--- src/rtl/stage3_execute_wb.sv ---
// Execute/writeback stage: single-cycle ALU ops plus serial one-bit-per-cycle
// shifts, driving one-hot register loads, the output port and the flag register.
module stage3_execute_wb #(
    parameter int N  = 32,
    parameter int SW = 5
) (
    input  logic          clk,
    input  logic          reset,
    input  logic          in_valid,
    output logic          in_ready,
    input  logic [3:0]    in_op,
    input  logic [N-1:0]  in_a,
    input  logic [N-1:0]  in_b,
    input  logic [SW-1:0] in_shamt,
    input  logic [2:0]    in_dst,
    output logic [N-1:0]  wb_data,
    output logic [5:0]    wb_load,
    output logic [N-1:0]  output_bus,
    output logic          valid_output,
    output logic [3:0]    flags,
    output logic          busy
);
    localparam int CW = $clog2(N + 1);

    localparam logic [3:0] OP_ADD = 4'd1;
    localparam logic [3:0] OP_SUB = 4'd2;
    localparam logic [3:0] OP_AND = 4'd3;
    localparam logic [3:0] OP_OR  = 4'd4;
    localparam logic [3:0] OP_XOR = 4'd5;
    localparam logic [3:0] OP_NOT = 4'd6;
    localparam logic [3:0] OP_MOV = 4'd7;
    localparam logic [3:0] OP_INC = 4'd12;
    localparam logic [3:0] OP_DEC = 4'd13;

    typedef enum logic {IDLE, SHIFT} state_t;

    state_t        state_reg, state_next;
    logic [N-1:0]  sh_reg, sh_next;
    logic [CW-1:0] cnt_reg, cnt_next;
    logic [1:0]    sh_kind_reg, sh_kind_next;
    logic [2:0]    sh_dst_reg, sh_dst_next;

    logic [N-1:0]  wb_data_reg, wb_data_next;
    logic [5:0]    wb_load_reg, wb_load_next;
    logic [N-1:0]  output_bus_reg, output_bus_next;
    logic          valid_output_reg, valid_output_next;
    logic [3:0]    flags_reg, flags_next;

    logic          accept, is_alu, is_shift, sub_op;
    logic [N-1:0]  operand, eff_b, alu_res;
    logic [N:0]    sum;
    logic          alu_c, alu_v;
    logic [N:0]    step;
    logic [CW-1:0] shamt_sat;
    logic          fin_valid, fin_c, fin_v;
    logic [N-1:0]  fin_res;
    logic [2:0]    fin_dst;

    // One serial shift step; kind is the low two opcode bits (SLL, SRL, SRA, ROL).
    // Returns {bit shifted out, shifted value}.
    function automatic logic [N:0] shift_step(input logic [1:0] kind, input logic [N-1:0] v);
        logic [N:0] r;
        case (kind)
            2'd0:    r = {v[N-1], v[N-2:0], 1'b0};
            2'd1:    r = {v[0], 1'b0, v[N-1:1]};
            2'd2:    r = {v[0], v[N-1], v[N-1:1]};
            default: r = {v[N-1], v[N-2:0], v[N-1]};
        endcase
        return r;
    endfunction

    assign accept   = in_valid && in_ready;
    assign is_shift = (in_op >= 4'd8) && (in_op <= 4'd11);
    assign is_alu   = ((in_op >= OP_ADD) && (in_op <= OP_MOV)) || (in_op == OP_INC) || (in_op == OP_DEC);
    assign step     = shift_step(sh_kind_reg, sh_reg);

    always_comb begin
        shamt_sat = (int'(in_shamt) > N) ? CW'(N) : CW'(int'(in_shamt));
    end

    // Subtraction is A + ~B + 1, so the carry out is the inverse of the borrow.
    always_comb begin
        sub_op  = (in_op == OP_SUB) || (in_op == OP_DEC);
        operand = ((in_op == OP_INC) || (in_op == OP_DEC)) ? {{(N-1){1'b0}}, 1'b1} : in_b;
        eff_b   = sub_op ? ~operand : operand;
        sum     = {1'b0, in_a} + {1'b0, eff_b} + {{N{1'b0}}, sub_op};
        alu_res = in_a;
        alu_c   = 1'b0;
        alu_v   = 1'b0;
        case (in_op)
            OP_ADD, OP_SUB, OP_INC, OP_DEC: begin
                alu_res = sum[N-1:0];
                alu_c   = sub_op ? ~sum[N] : sum[N];
                alu_v   = (in_a[N-1] == eff_b[N-1]) && (sum[N-1] != in_a[N-1]);
            end
            OP_AND:  alu_res = in_a & in_b;
            OP_OR:   alu_res = in_a | in_b;
            OP_XOR:  alu_res = in_a ^ in_b;
            OP_NOT:  alu_res = ~in_a;
            OP_MOV:  alu_res = in_b;
            default: alu_res = in_a;
        endcase
    end

    always_comb begin
        state_next   = state_reg;
        sh_next      = sh_reg;
        cnt_next     = cnt_reg;
        sh_kind_next = sh_kind_reg;
        sh_dst_next  = sh_dst_reg;
        fin_valid    = 1'b0;
        fin_res      = alu_res;
        fin_c        = alu_c;
        fin_v        = alu_v;
        fin_dst      = in_dst;
        case (state_reg)
            IDLE: begin
                if (accept) begin
                    if (is_alu || (is_shift && (in_shamt == '0))) begin
                        fin_valid = 1'b1;
                    end else if (is_shift) begin
                        sh_next      = in_a;
                        cnt_next     = shamt_sat;
                        sh_kind_next = in_op[1:0];
                        sh_dst_next  = in_dst;
                        state_next   = SHIFT;
                    end
                end
            end
            SHIFT: begin
                sh_next  = step[N-1:0];
                cnt_next = cnt_reg - CW'(1);
                if (cnt_reg == CW'(1)) begin
                    fin_valid  = 1'b1;
                    fin_res    = step[N-1:0];
                    fin_c      = step[N];
                    fin_v      = 1'b0;
                    fin_dst    = sh_dst_reg;
                    state_next = IDLE;
                end
            end
            default: state_next = IDLE;
        endcase
    end

    always_comb begin
        wb_data_next      = wb_data_reg;
        output_bus_next   = output_bus_reg;
        valid_output_next = 1'b0;
        flags_next        = flags_reg;
        if (fin_valid) begin
            wb_data_next = fin_res;
            flags_next   = {(fin_res == '0), fin_res[N-1], fin_c, fin_v};
            if (fin_dst == 3'd6) begin
                output_bus_next   = fin_res;
                valid_output_next = 1'b1;
            end
        end
    end

    generate
        for (genvar gi = 0; gi < 6; gi++) begin : g_load
            assign wb_load_next[gi] = fin_valid && (fin_dst == 3'(gi));
        end
    endgenerate

    always_ff @(posedge clk) begin
        if (reset) begin
            state_reg        <= IDLE;
            sh_reg           <= '0;
            cnt_reg          <= '0;
            sh_kind_reg      <= '0;
            sh_dst_reg       <= '0;
            wb_data_reg      <= '0;
            wb_load_reg      <= '0;
            output_bus_reg   <= '0;
            valid_output_reg <= 1'b0;
            flags_reg        <= '0;
        end else begin
            state_reg        <= state_next;
            sh_reg           <= sh_next;
            cnt_reg          <= cnt_next;
            sh_kind_reg      <= sh_kind_next;
            sh_dst_reg       <= sh_dst_next;
            wb_data_reg      <= wb_data_next;
            wb_load_reg      <= wb_load_next;
            output_bus_reg   <= output_bus_next;
            valid_output_reg <= valid_output_next;
            flags_reg        <= flags_next;
        end
    end

    assign in_ready     = (state_reg == IDLE) && !reset;
    assign busy         = (state_reg == SHIFT);
    assign wb_data      = wb_data_reg;
    assign wb_load      = wb_load_reg;
    assign output_bus   = output_bus_reg;
    assign valid_output = valid_output_reg;
    assign flags        = flags_reg;

endmodule
--- config.mk ---
export PLATFORM = sky130hd
export DESIGN_NAME = stage3_execute_wb
export DESIGN_NICKNAME = d
export VERILOG_FILES = /design/src/rtl/stage3_execute_wb.sv
export SDC_FILE = /design/constraint.sdc
export NUM_CORES = 1
export LEC_CHECK = 0
export CAP_MARGIN = 30
export CORE_UTILIZATION = 50
export DETAILED_ROUTE_END_ITERATION = 6
export PLACE_DENSITY = 0.79
export SYNTH_ARGS = -nofsm -noshare
export SYNTH_HDL_FRONTEND = slang
export SYNTH_SLANG_ARGS = --single-unit
--- constraint.sdc ---
create_clock -name clk -period 5.2 [get_ports clk]
set_input_delay 1.04 -clock clk [delete_from_list [all_inputs] [get_ports clk]]
set_output_delay 1.04 -clock clk [all_outputs]
set_load 0.05 [all_outputs]
==> parameters.txt <==
Parameter                              Value

Status
  Result of the run    finished clean

Clocking
  Clk Latency, worst-skew pair    420 ps
  Clock sink total    118
  Maximum clock insertion buffer count    2
  CTS tree    done
  CTS Root Buffer Type    sky130_fd_sc_hd__clkbuf_16
  Setup fix buffers added after clock tree synthesis    0
  Depth of the CTS H-tree    4
  Clock transition at path regs    60 ps
  Cts bufs inserted    17

Timing
  Smallest hold slack    452.3 ps
  Hold violation total from the final report    0
  Fin Clk Skew    11.80 ps
  Achievable clock frequency    199.3 MHz
  Final number of max-transition violations    0
  Final critical-path setup slack    182.4 ps
  Worst Max-Slew Pin Slew    1123 ps
  Total negative setup slack    0 ps
  Setup Viol. Count Final    0
  Worst slew margin relative to its limit    24.84%
  Post-layout min period    5018 ps
  Period utilization    96.49%

Synthesis
  Fraction of registers with async set/reset    0%
  Post-synthesis sequential area ratio    22.54%
  Leading cell type by number of instances after synthesis    sky130_fd_sc_hd__nand2_1
  Top cell type by total area after synthesis    sky130_fd_sc_hd__dfxtp_1
  Synth Register Bits    118
  Leading post-synthesis cells by cell area    sky130_fd_sc_hd__dfxtp_1, sky130_fd_sc_hd__ha_1, sky130_fd_sc_hd__nand2_1, sky130_fd_sc_hd__a21oi_1, sky130_fd_sc_hd__nor2_1
  Share of Yosys cell area claimed by the top area cell type    22.54%
  Post-synth EDFFs    0
  Count of distinct cell types in the synthesized netlist    86
  Gate count after technology mapping    1434
  Warnings, synthesis    0
  Dominant register cell in the synthesized netlist    sky130_fd_sc_hd__dfxtp_1
  Net count of the mapped netlist    1619
  Average footprint of a synthesized cell    7.310 µm²
  Area of the mapped netlist    0.01048 mm²
  Most numerous cell types in the synthesized netlist    sky130_fd_sc_hd__nand2_1, sky130_fd_sc_hd__a21oi_1, sky130_fd_sc_hd__nor2_1, sky130_fd_sc_hd__dfxtp_1, sky130_fd_sc_hd__ha_1

Die
  Core Rows    52
  I/O pin total    156
  Floorplan die area    0.02155 mm²
  Height of the chip    146.8 µm
  Area of the placeable core    0.02036 mm²
  Initial core utilization    51.47%
  Horiz. Die Dim    146.8 µm

Finish
  Inserted Diodes    0
  Layout area overhead    33.71%
  Number of fill cells in the layout    1667
  Net count reported at finish    1873
  Fraction of final layout cells sized beyond drive strength 1    15.52%
  Core occupancy in the finished layout    68.83%

Place
  Routability cong.    0.9946
  Detailed-placement wirelength estimate    29340 µm
  Post-place setup slack    -293.9 ps
  Count of input and output buffers    155

Job
  Number of maximum-capacitance constraint violations    0

Route
  Number of vias in the routed layout    12050
  Drt pass-1 iters    6
  Final ANT Viol Nets    0
  Uppermost signal routing layer after detailed routing    met4
  Overall routed net length    38780 µm
  Via-to-Cell Ratio    6.114
  Final routed wire length divided by cell count    19.67 µm
  Number of DRC markers in iteration 0    1265
  Met1 Wirelength    15450 µm
  Remaining routing DRC violations    0
  Met3 routed wirelength    2874 µm
  Detailed route wirelength on metal2    18210 µm

Worst setup path
  Worst Path Required    5540 ps
  Maximum net fanout on the critical path    32
  Worst EP arrival    5360 ps
  CP startpoint kind    primary input
  Critical path capture point type    flip-flop
  Kind of critical path    in -> reg

Pwr
  Total power of the final layout    3.347 mW
  Leakage power    5.782 nW
  Worst vdd rail ir drop    271.1 µV
  Power per cell area    238.8 mW/mm²

Min path
  Worst min-delay path category    reg -> reg

Global route
  Global-route wire length before repair    60520 µm
  All-Layer GR Usage    35.42%
  Number of global-route vias before repair    11450
  Total overflow reported by the global router    0
  Largest net degree at the start of global routing    88
  Number of antenna violations at the first check in global routing    0
-- kinds of logic after synthesis --
group	Yosys count	synth area share [%]
AND/OR/NAND/NOR	509	22.25
adder cells (fa/ha/maj)	106	12.72
XOR/XNOR	19	1.587
buffers and inverters	175	6.565
AO/OA/AOI/OAI	441	27.67
flip-flops	118	22.54
multiplexers	66	6.672
-- cell type report --
type | instances | area, µm² | area share (%)
Clock inverter | 15 | 170.2 | 1.214
Timing Repair Buffer | 329 | 2903 | 20.71
Sequential cell | 118 | 2362 | 16.85
Inverter | 81 | 304.0 | 2.169
Multi-Input combinational cell | 1141 | 7513 | 53.61
Clock buffer | 17 | 425.4 | 3.035
Tap cell | 270 | 337.8 | 2.410
-- power breakdown --
part	switching [mW]	internal [mW]	total [mW]
sequential	0.0194	0.931	0.950
combinational	0.688	0.534	1.22
clock	0.459	0.716	1.18
-- critical path, cell delays in order --
cell and delay [ps]:
sky130_fd_sc_hd__clkdlybuf4s50_1 430, sky130_fd_sc_hd__or4b_4 590, sky130_fd_sc_hd__buf_6 220, sky130_fd_sc_hd__o211ai_1 200, sky130_fd_sc_hd__ha_1 270, sky130_fd_sc_hd__buf_4 160
sky130_fd_sc_hd__a21oi_1 190, sky130_fd_sc_hd__o211ai_1 210, sky130_fd_sc_hd__a21boi_1 170, sky130_fd_sc_hd__o31a_1 230, sky130_fd_sc_hd__a21bo_1 220, sky130_fd_sc_hd__buf_4 150
sky130_fd_sc_hd__a311oi_2 100, sky130_fd_sc_hd__o311a_1 360, sky130_fd_sc_hd__nor3_2 400, sky130_fd_sc_hd__buf_4 190, sky130_fd_sc_hd__nand2_1 50, sky130_fd_sc_hd__a21oi_1 150
-- through the flow --
stage                     cells  cell area, µm²
after floorplan            1434           10480
after global placement     1938           13350
after detailed placement   1939           13370
after CTS                  1971           13970
after global routing       1971           14020
final                      1971           14020
-- cells in the final DEF, fill, tap and decap left out, drive strengths merged, types with 9 or more instances in the layout --
cell type,count
inv,86
buf,176
o21ai,63
nand3,14
o22ai,17
ha,105
clkdlybuf4s50,153
nor2,137
a22oi,18
and2,10
o211ai,41
nor3,25
a221oi,39
a21o,10
a21oi,155
dfxtp,118
nor2b,42
nand2,211
a31oi,12
mux2,21
xnor2,14
clkbuf,17
or3,9
nand2b,12
a211oi,24
mux2i,44
-- per-layer routing --
| layer | track usage, % | vias up |
|---|---|---|
| met3 | 4.255 | 159 |
| met5 | 0 | - |
| met1 | 43.97 | 5628 |
| met4 | 20.05 | 0 |
| met2 | 59.31 | 596 |
| li1 | - | 5667 |
-- path summary, 6_finish.rpt --
path | depth (start not counted) | from | end | slack (ps)
worst max-delay path | 18 | in_op[0] | wb_data[23]$_SDFFE_PP0P_ | 180
worst min-delay path | 2 | output_bus[29]$_SDFFE_PP0P_ | output_bus[29]$_SDFFE_PP0P_ | 450
worst max register to register | 12 | cnt_reg[0]$_SDFFE_PP0P_ | flags[3]$_SDFFE_PP0P_ | 1640
worst min register to register | 2 | output_bus[29]$_SDFFE_PP0P_ | output_bus[29]$_SDFFE_PP0P_ | 450
-- what timing repair did --
item,in CTS,in global routing
hold buffers,0,0
setup endpoints to repair,0,11
gates resized for setup,0,13
(Power assumes the default switching activity.)
==> variant, RTL diff (same settings) <==
Take the reset off `sh_reg` and `wb_data_reg` and load them in a clocked block of their own.
--- a/src/rtl/stage3_execute_wb.sv
+++ b/src/rtl/stage3_execute_wb.sv
@@ -167,27 +167,28 @@
     always_ff @(posedge clk) begin
         if (reset) begin
             state_reg        <= IDLE;
-            sh_reg           <= '0;
             cnt_reg          <= '0;
             sh_kind_reg      <= '0;
             sh_dst_reg       <= '0;
-            wb_data_reg      <= '0;
             wb_load_reg      <= '0;
             output_bus_reg   <= '0;
             valid_output_reg <= 1'b0;
             flags_reg        <= '0;
         end else begin
             state_reg        <= state_next;
-            sh_reg           <= sh_next;
             cnt_reg          <= cnt_next;
             sh_kind_reg      <= sh_kind_next;
             sh_dst_reg       <= sh_dst_next;
-            wb_data_reg      <= wb_data_next;
             wb_load_reg      <= wb_load_next;
             output_bus_reg   <= output_bus_next;
             valid_output_reg <= valid_output_next;
             flags_reg        <= flags_next;
         end
+    end
+
+    always_ff @(posedge clk) begin
+        sh_reg      <= sh_next;
+        wb_data_reg <= wb_data_next;
     end
 
     assign in_ready     = (state_reg == IDLE) && !reset;
Formal check against the unedited RTL: differs if reset is asserted again (counterexample within 4 cycles, from zero or initial values and one cycle with reset high); with reset held inactive, the same outputs for 4 cycles.
==> variant against the unedited design <==
Worst setup slack got worse by 0.014 ns. Final area fell by 0.24%. Sequential power rose by 11%. Synthesized area fell by 0.56%. Sequential share of layout area rose by 4.8 points. Wire length fell by 6.9%. Global-route usage fell by 2.2 points. Power rose by 2.2%. Fmax fell by 0.29%. Sequential cell count rose by 1. Critical path type unchanged. Largest cell class unchanged.
==> variant: results (changes against the unedited design) <==
| Metric | Value |
|---|---|
| Worst Hold Class | register to register (unchanged) |
| Dominant cells by area after synthesis | edfxtp_1 18%, ha_1 13%, dfxtp_1 11%, nand2_1 6.0%, a21oi_1 5.7% (was dfxtp_1 23%, ha_1 13%, nand2_1 7.6%, a21oi_1 7.4%, nor2_1 4.9%) |
| Total Nets Final | 1756 (was 1873) |
| Outcome | finished, final reports clean (unchanged) |
| Crit path launch | in_op[2] (was in_op[0]) |
| Reg2reg start | cnt_reg[3]$_SDFFE_PP0P_ (was cnt_reg[0]$_SDFFE_PP0P_) |
| Hold wc startpoint | output_bus[1]$_SDFFE_PP0P_ (was output_bus[29]$_SDFFE_PP0P_) |
| Final clock skew | 0.00877 ns (was 0.0118 ns) |
| Port Buf Inserts | 155 (unchanged) |
| Initial antenna violation count | 0 (unchanged) |
| Seq/Total Area, Yosys | 29.0% (was 22.5%) |
| Max VDD drop | 0.190 mV (was 0.271 mV) |
| Met3 usage in global routing | 4.75% (was 4.25%) |
| Yosys warnings | 0 (unchanged) |
| GR Layer Usage met2 | 50.5% (was 59.3%) |
| Syn nets | 1477 (was 1619) |
| Maximum number of pins on one net before global-route repair | 69 (was 88) |
| Drt wl/cell | 19.5 microns (was 19.7 microns) |
| Cts bufs inserted | 17 (unchanged) |
| Dominant synthesized flop cell | edfxtp_1 (was dfxtp_1) |
| Clk buf depth | 2 (unchanged) |
| Initial DRT Pass Iterations | 7 (was 6) |
| Postcts setup bufs | 0 (unchanged) |
| Gr usage total | 33.2% (was 35.4%) |
| DP Area | 13400 sq um (about the same) |
| Antenna diode count | 0 (unchanged) |
| Vias in the first global route | 10046 (was 11446) |
| Synth async-reset ratio | 0% (unchanged) |
| Clock latency on the worst-skew pair | 0.42 ns (about the same) |
| Arr. time, crit path | 5.39 ns (was 5.36 ns) |
| Number of enable flip-flop cells after synthesis | 64 (was 0) |
| Number of distinct library cells after synthesis | 76 (was 86) |
| Post-Synthesis Cells | 1292 (was 1434) |
| Internal power | 2.25 mW (was 2.18 mW) |
| LEAKAGE | 6.10 nW (was 5.78 nW) |
| Top cells by count, synth | 168 x nand2_1, 119 x a21oi_1, 117 x nor2_1 (was 211 x nand2_1, 154 x a21oi_1, 137 x nor2_1) |
| GR Util met1 | 48.7% (was 44.0%) |
| Post-DP HPWL | 28000 microns (was 29300 microns) |
| Via count | 11163 (was 12050) |
| Relative slew slack | 49.7% (was 24.8%) |
| Post-Place Worst Slack | -0.240 ns (was -0.294 ns) |
| Ratio of cells with drive above 1 in the final layout | 16.0% (was 15.5%) |
| Reg clk slew, reported paths | 0.06 ns (about the same) |
| Vias per Instance | 6.02 (was 6.11) |
| First-pass GRT wire length | 55400 microns (was 60500 microns) |
| CTS root buffer | clkbuf_16 (unchanged) |
| Drt initial violations | 1088 (was 1265) |
| Max H-tree Level | 4 (unchanged) |
| Resize count post-CTS | 0 (unchanged) |
| DRT antenna net count | 0 (unchanged) |
| Crit path max fanout | 5 (was 32) |
| RD Place Congestion | 0.963 (was 0.995) |
==> variant: changes by cell type in the layout (fill, tap and decap cells not counted), sizes merged, moves of 20 or more <==
cell	change
a221oi	-28
nand2	-43
nor2	-20
dfxtp	-63
o211ai	-27
edfxtp	+64
xor2	+31
nor2b	-30
a21oi	-36
==> variant: worst max-delay path, cell delays in order <==
cell and delay (ns):
clkdlybuf4s50_1 0.48, or4b_1 0.62, o211ai_1 0.28, inv_1 0.10
fa_1 0.43, nand3b_1 0.22, a211oi_2 0.29, o21ai_1 0.13
a21o_1 0.21, buf_4 0.14, nand3_1 0.10, a31oi_1 0.10
xnor2_1 0.15, a221oi_1 0.53, nor4b_1 0.35, nand4bb_1 0.14
nand2_1 0.08
==> variant: through the flow <==
step	setup TNS [ns]	power, mW
5_1_grt	0	3.56
3_3_place_gp	-0.288	2.29
6_report	0	3.42
3_5_place_dp	-1.47	2.30
2_1_floorplan	0	1.75
4_1_cts	0	3.39
==> variant: layer usage <==
metal  share of wire [%]  wire length, microns
met5                   0                     0
met4                 2.7                   959
met2                  43                 15500
met3                  10                  3590
met1                  44                 16000
==> variant: worst paths after layout <==
check,endpoint,slack [ns],cells past startpoint
worst max-delay path,flags[3]$_SDFFE_PP0P_,0.17,17
worst max register to register,flags[3]$_SDFFE_PP0P_,1.65,13
worst min register to register,output_bus[1]$_SDFFE_PP0P_,0.46,2
worst min-delay path,output_bus[1]$_SDFFE_PP0P_,0.46,2
==> variant: cell families (layout without fill, tap and decap cells) <==
kind of cell | after synthesis | count (layout) | share of synthesized area, %
AND/OR/NAND/NOR | 439 | 439 | 19.7
AO/OA/AOI/OAI | 365 | 365 | 22.8
buffers and inverters | 164 | 456 | 6.21
flip-flops | 119 | 119 | 29.0
adder cells (fa/ha/maj) | 106 | 106 | 12.8
multiplexers | 51 | 51 | 5.45
XOR/XNOR | 48 | 48 | 4.03
==> variant: final cells by class <==
class                   instances  area (sq um)
well taps                     270           338
inverters                      89           334
repair buffers                335          2910
clock inverters                14           113
multi-input cells            1009          6810
clock buffers                  18           450
flip-flops and latches        119          3020
fillers                      1660          6380
==> variant: power by group through the flow <==
stage	logic, mW	clock network, mW	registers (mW)
after floorplan	0.618	0	1.13
after global placement	1.21	0	1.07
after detailed placement	1.23	0	1.07
after CTS	1.24	1.10	1.05
after global routing	1.37	1.14	1.06
final	1.27	1.09	1.05
